## src/rtl/gf163_mult_arbiter.sv

```systemverilog
// Round-robin scheduler sharing one GF(2^163) multiplier among NUM_REQ requesters.
// Optional watchdog on the multiplier run phase: define GF_ARB_TIMEOUT_EN.
module gf163_mult_arbiter #(
  parameter int NUM_REQ = 4,
  parameter int W       = 163,
  parameter int TIMEOUT = 200
) (
  input  logic                 clk,
  input  logic                 rst,
  input  logic [NUM_REQ-1:0]   req_valid,
  input  logic [NUM_REQ*W-1:0] req_a,
  input  logic [NUM_REQ*W-1:0] req_b,
  output logic [NUM_REQ-1:0]   req_ready,
  output logic [NUM_REQ-1:0]   rsp_valid,
  output logic [W-1:0]         rsp_z,
  output logic                 rsp_err,
  output logic                 busy,
  output logic [2:0]           grant_id,
  output logic                 mul_rst,
  output logic                 mul_start,
  output logic [W-1:0]         mul_a,
  output logic [W-1:0]         mul_b,
  input  logic [W-1:0]         mul_z,
  input  logic                 mul_done
);

  if (NUM_REQ < 2 || NUM_REQ > 8 || TIMEOUT < 1) begin : g_param_check
    $error("gf163_mult_arbiter: NUM_REQ must be 2..8 and TIMEOUT >= 1");
  end

  typedef enum logic [1:0] {
    IDLE = 2'd0,
    CLR  = 2'd1,
    RUN  = 2'd2,
    RESP = 2'd3
  } state_t;

  state_t         state, state_nx;
  logic [2:0]     rr_ptr;
  logic           any_req;
  logic [2:0]     gsel;
  logic           found_hi, found_lo;
  logic [2:0]     g_hi, g_lo;
  logic [W-1:0]   sel_a, sel_b;
  logic           tmo_hit;

  function automatic logic [NUM_REQ-1:0] onehot(input logic [2:0] idx);
    logic [NUM_REQ-1:0] oh;
    oh = '0;
    for (int j = 0; j < NUM_REQ; j++) begin
      if (3'(j) == idx) oh[j] = 1'b1;
    end
    return oh;
  endfunction

  // Rotating priority: lowest valid index at or above rr_ptr, else wrap to lowest valid index.
  always_comb begin
    found_hi = 1'b0;
    found_lo = 1'b0;
    g_hi     = '0;
    g_lo     = '0;
    for (int j = 0; j < NUM_REQ; j++) begin
      if (req_valid[j]) begin
        if (!found_hi && (3'(j) >= rr_ptr)) begin
          found_hi = 1'b1;
          g_hi     = 3'(j);
        end
        if (!found_lo) begin
          found_lo = 1'b1;
          g_lo     = 3'(j);
        end
      end
    end
    any_req = found_lo;
    gsel    = found_hi ? g_hi : g_lo;
  end

  always_comb begin
    sel_a = '0;
    sel_b = '0;
    for (int j = 0; j < NUM_REQ; j++) begin
      if (3'(j) == gsel) begin
        sel_a = req_a[j*W +: W];
        sel_b = req_b[j*W +: W];
      end
    end
  end

  always_ff @(posedge clk or posedge rst) begin
    if (rst) state <= IDLE;
    else     state <= state_nx;
  end

  always_comb begin
    state_nx = state;
    case (state)
      IDLE:    if (any_req) state_nx = CLR;
      CLR:     state_nx = RUN;
      RUN:     if (mul_done || tmo_hit) state_nx = RESP;
      RESP:    state_nx = IDLE;
      default: state_nx = IDLE;
    endcase
  end

  // The clear is combinational so the multiplier is held cleared for the whole of reset.
  assign mul_rst = rst | (state == CLR);

  always_ff @(posedge clk or posedge rst) begin
    if (rst) begin
      req_ready <= '0;
      rsp_valid <= '0;
      rsp_z     <= '0;
      busy      <= 1'b0;
      grant_id  <= '0;
      rr_ptr    <= '0;
      mul_start <= 1'b0;
      mul_a     <= '0;
      mul_b     <= '0;
    end else begin
      req_ready <= '0;
      rsp_valid <= '0;
      case (state)
        IDLE: begin
          if (any_req) begin
            req_ready <= onehot(gsel);
            mul_a     <= sel_a;
            mul_b     <= sel_b;
            grant_id  <= gsel;
            busy      <= 1'b1;
          end
        end
        CLR: mul_start <= 1'b1;
        RUN: begin
          if (mul_done) begin
            rsp_z     <= mul_z;
            mul_start <= 1'b0;
            rsp_valid <= onehot(grant_id);
          end else if (tmo_hit) begin
            rsp_z     <= '0;
            mul_start <= 1'b0;
            rsp_valid <= onehot(grant_id);
          end
        end
        RESP: begin
          busy   <= 1'b0;
          rr_ptr <= (grant_id == 3'(NUM_REQ-1)) ? 3'd0 : grant_id + 3'd1;
        end
        default: ;
      endcase
    end
  end

`ifdef GF_ARB_TIMEOUT_EN
  localparam int CNT_W = $clog2(TIMEOUT + 1);

  logic [CNT_W-1:0] tmo_cnt;

  assign tmo_hit = (state == RUN) && !mul_done && (tmo_cnt == CNT_W'(TIMEOUT - 1));

  always_ff @(posedge clk or posedge rst) begin
    if (rst) begin
      tmo_cnt <= '0;
      rsp_err <= 1'b0;
    end else begin
      if (state == CLR)      tmo_cnt <= '0;
      else if (state == RUN) tmo_cnt <= tmo_cnt + 1'b1;
      if (state == RUN) begin
        if (mul_done)     rsp_err <= 1'b0;
        else if (tmo_hit) rsp_err <= 1'b1;
      end
    end
  end
`else
  assign tmo_hit = 1'b0;
  assign rsp_err = 1'b0;
`endif

endmodule

```

## config.mk

```make
export PLATFORM = sky130hd
export DESIGN_NAME = gf163_mult_arbiter
export DESIGN_NICKNAME = d
export VERILOG_FILES = /design/src/rtl/gf163_mult_arbiter.sv
export SDC_FILE = /design/constraint.sdc
export NUM_CORES = 1
export LEC_CHECK = 0
export CAP_MARGIN = 20
export CORE_AREA = 2 2 776 778
export DETAILED_ROUTE_END_ITERATION = 16
export DIE_AREA = 0 0 778 780
export PLACE_DENSITY_LB_ADDON = 0.3
export SKIP_CTS_REPAIR_TIMING = 1
export SYNTH_ARGS = -nofsm -noshare
export SYNTH_HDL_FRONTEND = slang
export SYNTH_SLANG_ARGS = --single-unit
```

## constraint.sdc

```tcl
create_clock -name clk -period 15.1 [get_ports clk]
set_input_delay 1.51 -clock clk [delete_from_list [all_inputs] [get_ports clk]]
set_output_delay 1.51 -clock clk [all_outputs]
set_load 0.01 [all_outputs]
```

==> run summary <==
Worst EP required: 15.82 ns
Pre-antenna DRT Iters: 5
Cells after Synth: 3284
Detail Route Antenna Nets: 0
Gate power share: 58.0%
Peak VDD IR: 0.1067 mV
Initial Util: 4.532%
WP buf/inv: 5
Hold Vio Cnt, Final: 0
worst slew pin tran: 1.312 ns
Crit path top cell by count: buf_4
Worst-Skew Late Latency: 0.89 ns
Worst Setup End Kind: flip-flop
Die Span Y: 780 microns
adder-cell share of the synthesized area: 0.3684%
clk_skew: 0.06524 ns
non-filler instance count after layout: 13.44k
core area: 599400 sq um
CTS Sinks: 505
Critical Path AT: 6.11 ns
largest family of logic cells by synthesized area: compound AO/OA/AOI/OAI gates
area after detailed placement: 56540 sq um
cell-internal power: 5.743 mW
H-tree levels: 3
part of the power in registers: 21.9%
Slowest Stage Delay on Critical Path: 0.78 ns
ratio of final minimum period to clock period: 35.68%
RePlAce Congestion: 1.199
critical path type: in2reg
worst path cell trace: clkdlybuf4s50_1 -> or3b_2 -> o221ai_4 -> buf_4 -> buf_4 -> buf_4 -> buf_4 -> nand2_1 -> a21oi_1 -> a211o_1
Synth cell types: 33
Clk pwr share: 20.1%
Post-Syn Area: 27170 sq um
Final Max Tran Viols: 0
unrepaired setup endpoints after global routing: false
simple-gate portion of the synthesized area: 18.47%
DRC Markers: 0
Max Cap Violations: 0
final instance area: 60040 sq um
grt total ovfl: 0
post-synthesis sequential area ratio: 46.52%
Fmax: 0.1856 GHz
WL final: 491200 microns
Yosys warnings: 0
DR vias: 36.65k
Worst-path clk slew: 0.06 ns
DR vias/cell: 2.727
initial antenna violation count: 579
Slowest-stage cell, CP: buf_4
fin worst setup slack: 9.712 ns
CTS root buffer: clkbuf_16
Cells after DPL: 13.10k
CTS tree: yes
final setup vio count: 0
worst-path maximum fanout: 68
XOR/XNOR share of the synthesized area: 0%
Final Net Count: 6638
clk buf depth: 4
Initial DRC Count: 2616
CP delay by family, top: buffers and inverters
std cell rows: 285
die extent in x: 778 microns
Switch Pwr: 5.466 mW
Worst slew margin: 12.51%
global-route wire length before repair: 571200 microns
crit path time final: 5.388 ns
clock buffers created by TritonCTS: 91
pre-CTS WS: 8.825 ns
I/O Buffers: 1975
I/O pin cnt: 1978
switching part of the total: 48.77%
Die Footprint: 606800 sq um
Setup TNS Final: 0 ns
status: finished clean
DR WL/cell: 36.54 microns
Leak Pwr: 23.09 nW
largest net degree at the start of global routing: 146
Tot GR Track Use: 15.53%
post-detail-place hpwl: 438200 microns
area delta synth->final: 121.0%
multiplexer share of the synthesized area: 6.835%
vias in the first global route: 35.52k
Hold/Removal Path Class: reg2reg
share of layout cells above drive strength 1: 8.078%
Worst Setup Start Kind: input pin
Cell Pwr Density: 186.7 nW/um^2
Post-Syn Area per Cell: 8.273 sq um
Synth Register Bits: 505
post-synthesis compound-gate area fraction: 23.01%
worst register-to-register path, delay by kind of cell (launching register included):
kind,cells,cell delay (ns)
AOI/OAI and AO/OA,3,0.39
and+or+nand+nor,2,0.77
DFF,1,0.50
buffers and inverters,4,2.86
logic make-up after synthesis:
kind of cell	after synthesis
fa+ha+maj	8
mux	165
other cells	1
flops	505
buf+inv	282
simple gates	1327
compound gates	996
synth_stat cells:
master,n,area share [%]
buf_2,154,2.8
o21ai_0,4,0.074
o22a_1,1,0.032
o2bb2ai_1,1,0.032
or3b_2,1,0.032
a221oi_1,1,0.032
clkbuf_1,106,1.5
nor3_1,1,0.018
a21boi_0,1,0.028
a211o_1,326,11
dfrtp_1,505,47
nand3_1,1,0.018
buf_4,13,0.36
o21ai_2,1,0.032
nor2b_1,2,0.046
o221ai_1,1,0.032
conb_1,1,0.014
o22ai_1,2,0.046
and2_4,1,0.032
or2_2,1,0.023
mux2i_1,1,0.037
a221o_1,1,0.037
mux2_2,164,6.8
ha_1,8,0.37
nor2_1,4,0.055
o21ba_2,1,0.037
o221a_2,1,0.041
or4_4,1,0.041
a21oi_1,654,12
and3_1,4,0.092
nand2_1,1311,18
o21bai_1,1,0.028
inv_1,9,0.12
routing by layer:
layer	share of wire [%]	wire length [microns]	vias to the layer above	GRT usage, %
li1	-	-	15210	-
met1	37	179800	17450	16.49
met2	47	231100	2619	26.39
met3	12	61060	1075	8.648
met4	3.4	16700	296	3.948
met5	0.52	2542	-	1.249
registers in the layout, indices dropped and copies added (netlist names):
name	cells
state	2
mul_a	163
rsp_z	163
rsp_valid	4
rr_ptr	2
busy	1
mul_start	1
req_ready	4
mul_b	163
grant_id	2
cell type report:
cell class	instances	area (sq um)
flip-flops and latches	505	12640
clock buffers	127	2624
fillers	69760	539400
well taps	8036	10050
repair buffers	2051	20470
diodes	182	455.4
clock inverters	34	385.4
multi-input cells	2498	13370
inverters	9	37.54
placed cells by master (no fill, tap or decap), types with 4 or more instances in the layout:
master	n
a21oi_1	633
nor2_1	4
clkbuf_8	19
dfrtp_1	505
o21ai_0	4
clkbuf_1	16
a21oi_2	21
clkinv_4	4
and3_1	4
buf_12	7
clkbuf_16	92
clkinvlp_4	7
inv_1	8
clkinv_2	15
clkdlybuf4s50_1	1971
buf_4	67
diode_2	182
a211o_1	326
ha_1	8
buf_6	4
mux2_2	164
nand2_1	1309
bufinv_16	6
power by group through the flow:
stage / logic, mW / registers [mW] / clock network [mW]
6_report: 6.51 / 2.45 / 2.25
5_1_grt: 6.84 / 2.53 / 2.39
4_1_cts: 6.73 / 2.46 / 2.38
3_5_place_dp: 6.71 / 2.47 / 0
3_3_place_gp: 6.70 / 2.45 / 0
2_1_floorplan: 2.06 / 2.66 / 0
stage by stage:
| step | hold slack (ns) | util (%) | power (mW) |
|---|---|---|---|
| final | 0.4837 | 10.02 | 11.21 |
| after global routing | 0.4985 | 9.992 | 11.77 |
| after CTS | 0.4881 | 9.935 | 11.57 |
| after detailed placement | 0.4747 | 9.433 | 9.173 |
| after global placement | 0.4684 | 9.420 | 9.159 |
| after floorplan | 0.5168 | - | 4.718 |
worst paths after layout:
path,endpoint,slack (ns),start,cells past startpoint
setup / recovery,mul_a[97],9.71,req_valid[2],10
hold reg to reg,mul_a[26],0.48,mul_a[26],1
setup reg to reg,mul_a[97],10.48,rr_ptr[1],9
max in group asynchronous,mul_a[119],10.87,rst,6
hold / removal,mul_a[26],0.48,mul_a[26],1
min in group asynchronous,rsp_valid[0],1.17,rst,2
No activity file was read; power rests on OpenSTA's default activity.
